===== config.mk =====
export PLATFORM = sky130hd
export DESIGN_NAME = int_divider
export DESIGN_NICKNAME = d
export VERILOG_FILES = /design/src/rtl/div_pkg.sv /design/src/rtl/div_fixup.sv /design/src/rtl/int_divider.sv
export SDC_FILE = /design/constraint.sdc
export NUM_CORES = 1
export LEC_CHECK = 0
export CORE_ASPECT_RATIO = 0.75
export CORE_MARGIN = 4
export CORE_UTILIZATION = 29
export CTS_CLUSTER_DIAMETER = 100
export DETAILED_ROUTE_END_ITERATION = 12
export HOLD_SLACK_MARGIN = 0.05
export PLACE_DENSITY = 0.45
export SETUP_SLACK_MARGIN = 0.2
export SLEW_MARGIN = 0
export SYNTH_ARGS = -nofsm -noshare
export SYNTH_HDL_FRONTEND = slang
export SYNTH_HIERARCHICAL = 1
export SYNTH_SLANG_ARGS = --single-unit

===== constraint.sdc =====
create_clock -name clk -period 4.4 [get_ports clk]
set_input_delay 0.66 -clock clk [delete_from_list [all_inputs] [get_ports clk]]
set_output_delay 0.66 -clock clk [all_outputs]
set_load 0.05 [all_outputs]

===== src/rtl/div_pkg.sv =====
// Shared types and constants for the radix-2 restoring integer divider.
package div_pkg;

  typedef enum logic [1:0] {
    OP_DIV  = 2'd0,
    OP_DIVU = 2'd1,
    OP_REM  = 2'd2,
    OP_REMU = 2'd3
  } div_op_t;

  typedef enum logic [1:0] {
    S_IDLE = 2'd0,
    S_CALC = 2'd1,
    S_FIX  = 2'd2,
    S_DONE = 2'd3
  } div_state_t;

  localparam int DIV_ITER = 64;
  localparam int CNT_W    = $clog2(DIV_ITER);

  function automatic logic is_signed_op(input div_op_t op);
    return (op == OP_DIV) || (op == OP_REM);
  endfunction

  function automatic logic is_quo_op(input div_op_t op);
    return (op == OP_DIV) || (op == OP_DIVU);
  endfunction

endpackage


===== src/rtl/div_fixup.sv =====
// Sign correction and quotient/remainder select applied in the FIX cycle.
module div_fixup
  import div_pkg::*;
#(
  parameter int XLEN = 64
) (
  input  div_op_t          op,
  input  logic             neg_quo,
  input  logic             neg_rem,
  input  logic [XLEN-1:0]  quo,
  input  logic [XLEN-1:0]  rem,
  output logic [XLEN-1:0]  result
);

  always_comb begin
    result = '0;
    unique case (op)
      OP_DIV:  result = neg_quo ? -quo : quo;
      OP_DIVU: result = quo;
      // Remainder follows the dividend's sign.
      OP_REM:  result = neg_rem ? -rem : rem;
      OP_REMU: result = rem;
      default: result = '0;
    endcase
  end

endmodule


===== src/rtl/int_divider.sv =====
// Multi-cycle 64-bit DIV/DIVU/REM/REMU unit, one quotient bit per cycle,
// result formatted for the register-file write port.
module int_divider
  import div_pkg::*;
#(
  parameter int XLEN = 64,
  parameter int AW   = 6
) (
  input  logic            clk,
  input  logic            rst,
  input  logic            in_valid,
  output logic            in_ready,
  input  div_op_t         in_op,
  input  logic [XLEN-1:0] in_a,
  input  logic [XLEN-1:0] in_b,
  input  logic [AW-1:0]   in_rd,
  input  logic            kill,
  output logic            out_valid,
  input  logic            out_ready,
  output logic [AW-1:0]   out_rd,
  output logic [XLEN-1:0] out_data
);

  localparam logic [XLEN-1:0] MIN_NEG = {1'b1, {(XLEN-1){1'b0}}};

  div_state_t       state_q, state_d;
  div_op_t          op_q, op_d;
  logic             sign_a_q, sign_a_d;
  logic             sign_b_q, sign_b_d;
  logic [XLEN-1:0]  quo_q, quo_d;
  logic [XLEN-1:0]  rem_q, rem_d;
  logic [XLEN-1:0]  dvs_q, dvs_d;
  logic [CNT_W-1:0] cnt_q, cnt_d;
  logic             out_valid_q, out_valid_d;
  logic [AW-1:0]    out_rd_q, out_rd_d;
  logic [XLEN-1:0]  out_data_q, out_data_d;

  logic             acc_signed;
  logic             acc_sa, acc_sb;
  logic [XLEN:0]    rem_shift;
  logic [XLEN:0]    rem_diff;
  logic [XLEN-1:0]  fix_result;

  div_fixup #(.XLEN(XLEN)) u_fixup (
    .op      (op_q),
    .neg_quo (sign_a_q ^ sign_b_q),
    .neg_rem (sign_a_q),
    .quo     (quo_q),
    .rem     (rem_q),
    .result  (fix_result)
  );

  // The shifted partial remainder can reach 2*divisor-1, so compare at XLEN+1 bits.
  assign rem_shift = {rem_q, quo_q[XLEN-1]};
  assign rem_diff  = rem_shift - {1'b0, dvs_q};

  assign acc_signed = is_signed_op(in_op);
  assign acc_sa     = acc_signed & in_a[XLEN-1];
  assign acc_sb     = acc_signed & in_b[XLEN-1];

  always_comb begin
    // NOTE: every _d defaults to its _q first, so no path through this block infers a latch.
    state_d     = state_q;
    op_d        = op_q;
    sign_a_d    = sign_a_q;
    sign_b_d    = sign_b_q;
    quo_d       = quo_q;
    rem_d       = rem_q;
    dvs_d       = dvs_q;
    cnt_d       = cnt_q;
    out_valid_d = out_valid_q;
    out_rd_d    = out_rd_q;
    out_data_d  = out_data_q;

    unique case (state_q)
      S_IDLE: begin
        if (in_valid && !kill) begin
          op_d     = in_op;
          out_rd_d = in_rd;
          sign_a_d = acc_sa;
          sign_b_d = acc_sb;
          quo_d    = acc_sa ? -in_a : in_a;
          dvs_d    = acc_sb ? -in_b : in_b;
          if (in_b == '0) begin
            out_data_d  = is_quo_op(in_op) ? '1 : in_a;
            out_valid_d = 1'b1;
            state_d     = S_DONE;
          end else if (acc_signed && in_a == MIN_NEG && in_b == '1) begin
            out_data_d  = is_quo_op(in_op) ? in_a : '0;
            out_valid_d = 1'b1;
            state_d     = S_DONE;
          end else begin
            rem_d   = '0;
            cnt_d   = CNT_W'(DIV_ITER - 1);
            state_d = S_CALC;
          end
        end
      end

      S_CALC: begin
        if (kill) begin
          state_d = S_IDLE;
        end else begin
          quo_d = {quo_q[XLEN-2:0], 1'b0};
          if (!rem_diff[XLEN]) begin
            rem_d    = rem_diff[XLEN-1:0];
            quo_d[0] = 1'b1;
          end else begin
            rem_d = rem_shift[XLEN-1:0];
          end
          if (cnt_q == '0) state_d = S_FIX;
          else             cnt_d   = cnt_q - CNT_W'(1);
        end
      end

      S_FIX: begin
        if (kill) begin
          state_d = S_IDLE;
        end else begin
          out_data_d  = fix_result;
          out_valid_d = 1'b1;
          state_d     = S_DONE;
        end
      end

      S_DONE: begin
        // Kill takes priority over a simultaneous writeback handshake.
        if (kill || out_ready) begin
          out_valid_d = 1'b0;
          state_d     = S_IDLE;
        end
      end

      default: state_d = S_IDLE;
    endcase
  end

  always_ff @(posedge clk or negedge rst) begin
    if (!rst) begin
      state_q     <= S_IDLE;
      op_q        <= OP_DIV;
      sign_a_q    <= 1'b0;
      sign_b_q    <= 1'b0;
      quo_q       <= '0;
      rem_q       <= '0;
      dvs_q       <= '0;
      cnt_q       <= '0;
      out_valid_q <= 1'b0;
      out_rd_q    <= '0;
      out_data_q  <= '0;
    end else begin
      // NOTE: non-blocking assignments keep every flop updating from the same pre-edge values.
      state_q     <= state_d;
      op_q        <= op_d;
      sign_a_q    <= sign_a_d;
      sign_b_q    <= sign_b_d;
      quo_q       <= quo_d;
      rem_q       <= rem_d;
      dvs_q       <= dvs_d;
      cnt_q       <= cnt_d;
      out_valid_q <= out_valid_d;
      out_rd_q    <= out_rd_d;
      out_data_q  <= out_data_d;
    end
  end

  assign in_ready  = (state_q == S_IDLE);
  assign out_valid = out_valid_q;
  assign out_rd    = out_rd_q;
  assign out_data  = out_data_q;

endmodule


Word level (Yosys, flattened, before mapping)

Cells that the tools add are included.

Memory bits (read-only): 0
Bits in latches: 0
Memories kept: 0
RAM bits: 0
Input port bits: 141
Register bits after elaboration: 275

Bitwise operators: 3
Equality and inequality tests: 19
Muxes and demuxes: 42
Reductions and logical operators: 22
Shift-type cells: 0
Div/mod/pow operators: 0
$mul: 0
Add/sub/neg operators: 6
Order comparisons: 0

Operators by type and width:

| operator                                                            | number |
|---|---|
| 64-bit 2-to-1 mux                                                   | 17 |
| 64-bit one-hot mux with 2 select lines                              | 3 |
| 64-bit negation                                                     | 4 |
| 64-bit one-hot mux with 4 select lines                              | 1 |
| 64-bit == test (second input constant)                              | 2 |
| 65-bit by 64-bit subtractor with 65-bit output                      | 1 |
| 64-bit zero test                                                    | 1 |
| 6-bit 2-to-1 mux                                                    | 5 |
| 2-bit 2-to-1 mux                                                    | 7 |
| 2-bit inequality test (second input constant)                       | 6 |
| 6-bit one-hot mux with 2 select lines                               | 1 |
| 2-bit == test (second input constant)                               | 5 |
| 5-bit AND reduction                                                 | 2 |
| 2-bit one-hot mux with 4 select lines                               | 1 |
| 2-bit by 1-bit == test with 1-bit output (second input constant)    | 3 |
| 2-bit zero test                                                     | 3 |
| 6-bit zero test                                                     | 1 |
| 1-bit 2-to-1 mux                                                    | 6 |
| 3-bit AND reduction                                                 | 2 |
| 6-bit AND reduction                                                 | 1 |
| 6-bit by 1-bit subtractor with 6-bit output (second input constant) | 1 |
| 4-bit AND reduction                                                 | 1 |
| 2-bit nonzero test                                                  | 2 |
| 1-bit logical AND                                                   | 3 |
| other kinds (10)                                                    | 13 |

Logic depth before layout (Yosys ltp)

Word-level depth: 8
Gate-level depth with buffers: 15
Depth with buffers taken out: 14

Cells and area by module

Netlist, hierarchy kept.

By module, submodules not included:

| module      | seq. area each (um^2) | cells each | times used | area each (um^2) |
|---|---|---|---|---|
| int_divider | 6881.6                | 2498       | 1          | 19272.2 |
| div_fixup   | 0.0                   | 658        | 1          | 4160.2 |

Worst setup path before layout

OpenSTA, ideal clock, no wires.

Kind: register -> register
Start: reg quo_q[63]
End: reg rem_q[17]
Stages on the path, launching flop included: 15
Data arrival time: 3872 ps
Buffers on the path: 1
Data required time: 4268 ps
Slack: 395 ps
Cell sequence: dfrtp_1 > inv_1 > ha_1 > inv_1 > fa_1 > a211oi_1 > o21a_1 > a211oi_1 > or4b_1 > a21oi_1 > o311ai_1 > xor2_1 > clkbuf_1 > mux2i_1 > o21ai_1

Cells in the longest elaborated chain, start to end: 4

RTL lines:

| element                                        | RTL line           | source |
|---|---|---|
| start, declared                                | int_divider.sv:30  | `logic [XLEN-1:0] quo_q, quo_d;` |
| start signal, assigned                         | int_divider.sv:157 | `quo_q <= quo_d;` |
| 65-bit by 64-bit subtractor with 65-bit output | int_divider.sv:55  | `assign rem_diff = rem_shift - {1'b0, dvs_q};` |
| 64-bit 2-to-1 mux                              | int_divider.sv:105 | `if (!rem_diff[XLEN]) begin` |
| 64-bit 2-to-1 mux                              | int_divider.sv:101 | `if (kill) begin` |
| 64-bit one-hot mux with 2 select lines         | int_divider.sv:75  | `unique case (state_q)` |
| end signal, assigned                           | int_divider.sv:158 | `rem_q <= rem_d;` |
| end, declared                                  | int_divider.sv:31  | `logic [XLEN-1:0] rem_q, rem_d;` |

Every way passes these cells. The select of a mux whose other input is x is not followed.
A chain may end at the register's enable or synchronous reset.

Worst setup path after layout

Start: reg quo_q[63]
End: reg rem_q[0]

Cells in the longest elaborated chain, start to end: 4

RTL lines:

| element                                        | RTL line |
|---|---|
| 65-bit by 64-bit subtractor with 65-bit output | int_divider.sv:55 |
| 64-bit 2-to-1 mux *                            | int_divider.sv:105 |
| 64-bit 2-to-1 mux *                            | int_divider.sv:101 |
| 64-bit one-hot mux with 2 select lines *       | int_divider.sv:75 |

Every way passes the cells marked *; elsewhere a longest branch is shown, timed or not. The select of a mux whose other input is x is not followed.

==> run summary <==
outcome -> finished, final reports clean
CP Launch Type -> register
Fin Setup TNS -> 0 ns
commonest non-fill, non-tap cell in the layout -> nand2_1
H-Tree Depth -> 2
Worst path top cell family by delay -> compound AO/OA/AOI/OAI gates
Critical Path Fanout Max -> 19
fin cells -> 4,452
Yosys cell types -> 83
synthesized net count -> 3,369
Finished Core Util -> 36.4%
WP data arrival -> 4.55 ns
Initial Util -> 29.5%
hpwl dp -> 73,100 um
number of global-route vias before repair -> 23,028
crit path cell chain -> inv_1 > ha_1 > inv_1 > fa_1 > a211oi_2 > o21a_1 > a211oi_1 > or4b_4 > a21oi_2 > buf_4 > o311ai_2 > xor2_4 > buf_4 > buf_12 > mux2i_1 > a22o_1
R2R setup slack -> 0.33 ns
Synth Instances -> 3,156
GPL Wtd Cong -> 0.924
min cycle time layout -> 4.07 ns
Max-slew headroom -> 20.4%
crit path capture type -> register
largest net degree at the start of global routing -> 140
row cnt -> 89
chip height -> 254 um
clk_skew -> 0.0225 ns
critical path class -> reg2reg
Mapped Area -> 23,400 um^2
initial antenna violation count -> 0
Yosys reg bits -> 275
Post-DRT Antenna Nets -> 0
clk sinks -> 275
Final setup viols -> 0
number of vias per cell -> 5.45
Warnings, synthesis -> 6
Area Growth Syn to Fin -> 23.2%
worst flop-to-flop path endpoint -> rem_q[0]
Max Freq -> 0.246 GHz
overall routed net length -> 93,700 um
Synth Flop Type -> dfrtp_1
Crit-path slowest cell -> or4b_4
Least-Margin Pin Slew -> 1.18 ns
Synth top area share -> 29.4%
FF-to-FF path depth -> 16
CP required -> 4.88 ns
Pre-antenna DRT Iters -> 6
RSZ-0062 raised after global routing -> true
Post-Synth XOR/XNOR Area -> 10.4%
Final Hold Vio Count -> 0
post-synthesis simple-gate area fraction -> 22.4%
layout cells sized above 1 -> 8.16%
clk slew on worst S/H paths -> 0.06 ns
GR Util All Layers -> 21.4%
top area cells in the synthesized netlist -> dfrtp_1, a21oi_1, nand2_1, xnor2_1, nor2_1
Overflow after GRT -> 0
wire length per cell -> 21.1 um
post-placement cell count -> 4,389
Post-synth EDFFs -> 0
Final #Nets -> 3,597
ant diodes -> 0
fin crit share -> 92.5%
Slew Limit Fails -> 0
leak pwr -> 11.6 nW
Peak VDD IR -> 0.374 mV
Tightest Hold Check Type -> in2async
logic gate share of total power -> 60.9%
Seq/Total Area, Yosys -> 29.4%
Vias -> 24,271
share of power burned in registers -> 23.4%
asr flop ratio synth -> 100%
Initial DRC Count -> 1,960
clock power share -> 15.7%
Net Switching -> 9.56 mW
Max Cap Violations -> 0
hold_buf cts -> 0
mux share of post-synthesis cell area -> 3.31%
drc violations -> 0
Post-Syn Area per Cell -> 7.42 um^2
CTS tree -> yes
cell-internal power -> 9.66 mW
first-pass GRT wire length -> 142,000 um
area fraction in compound gates after synthesis -> 25.3%
most frequent cells in the layout -> nand2_1, a21oi_1, nor2_1
post-synth top area cell -> dfrtp_1
die area -> 85,500 um^2
clock buffer depth -> 3
root buffer cell -> clkbuf_16
Worst path max stage delay -> 0.61 ns
Critical R2R Launch -> quo_q[63]
largest family of logic cells by synthesized area -> compound AO/OA/AOI/OAI gates
CORE AREA -> 79,400 um^2
die width -> 336 um
CP Buf/Inv Count -> 5
sw frac -> 49.8%
power per cell area -> 666 nW/um^2
Synth Area in Adders -> 3.88%
Skew-Pair Late Insertion Delay -> 0.56 ns
Inserted Clock Buffers -> 36
port bufs -> 212
Top-Level Pins -> 213
==> Yosys cell counts (37+ instances only) <==
cell and count:
clkbuf_1 160, o21ai_1 68, nand2_1 401, mux2i_1 73, o21ai_0 216, xnor2_1 160
ha_1 71, nand3_1 37, a31oi_1 56, a211oi_1 80, xor2_1 118, nor4_1 53
nand4_1 50, nor3_1 70, a21oi_1 373, dfrtp_1 275, inv_1 110, nor2_1 365
o31ai_1 43
==> stage by stage <==
stage / hold slack [ns] / area [um^2] / setup WS, ns / total power, mW
after floorplan: 0.364 / 23400 / 0.395 / 11.9
after global placement: 0.457 / 27700 / -0.0256 / 16.0
after detailed placement: 0.462 / 27700 / -0.100 / 16.0
after CTS: 0.209 / 28800 / 0.237 / 19.2
after global routing: 0.239 / 28900 / 0.180 / 20.7
final: 0.174 / 28900 / 0.331 / 19.2
==> power groups by stage <==
stage	Clock, mW	Combinational [mW]	Sequential (mW)
2_1_floorplan	0	6.90	5.02
3_3_place_gp	0	11.4	4.53
6_report	3.01	11.7	4.50
3_5_place_dp	0	11.5	4.54
4_1_cts	3.11	11.6	4.51
5_1_grt	3.21	12.8	4.64
==> routing by layer <==
layer,track usage (%),up-vias,wire [um]
li1,-,11748,-
met1,31.2,11626,44900
met2,32.4,782,39800
met3,4.08,115,6560
met4,5.76,0,2420
met5,0,-,0
==> sequential cells by signal, summed over array words and instances (netlist names), 2 cells and up <==
register,cells
out_data,64
state_q,2
out_rd,6
op_q,2
quo_q,64
cnt_q,6
rem_q,64
dvs_q,64
==> cell type report <==
class	count	area, um^2
tap	1046	1310
sequential	275	6880
multi-input combinational	2565	15400
inverter	110	413
clock buffer	52	1050
fill	8380	50500
timing repair buffer	396	3720
clock inverter	8	108
==> repair_timing <==
action                                  4_1_cts  5_1_grt
cloned                                        0        1
pin swaps                                     1        1
gates resized for setup                       3        2
endpoints found under the setup margin       48       49
buffers inserted                              0        2
hold endpoints to repair                      0        0
==> worst max path at each step <==
stage,startpoint,slack [ns],depth (start not counted),to
detailed placement,in_a[6],-0.10,14,out_data[56]
global route,quo_q[63],0.18,14,rem_q[50]
global placement,in_a[6],-0.03,14,out_data[61]
CTS,quo_q[63],0.24,15,rem_q[46]
finish,quo_q[63],0.33,16,rem_q[0]
floorplan,quo_q[63],0.40,14,rem_q[17]
==> worst reg2reg max path, cell delays in order (launching register included) <==
cell and delay [ns]:
dfrtp_1 0.44, inv_1 0.15, ha_1 0.17, inv_1 0.05, fa_1 0.43, a211oi_2 0.29
o21a_1 0.21, a211oi_1 0.15, or4b_4 0.61, a21oi_2 0.16, buf_4 0.16, o311ai_2 0.18
xor2_4 0.23, buf_4 0.15, buf_12 0.17, mux2i_1 0.29, a22o_1 0.15
==> cell families after synthesis <==
family                     count (synthesis)
DFF                                      275
muxes                                     77
AOI/OAI and AO/OA                       1003
xor gates and xnor gates                 278
buffers and inverters                    316
and+or+nand+nor                         1135
adders and majority gates                 72
Power figures use the tool's default switching activity.
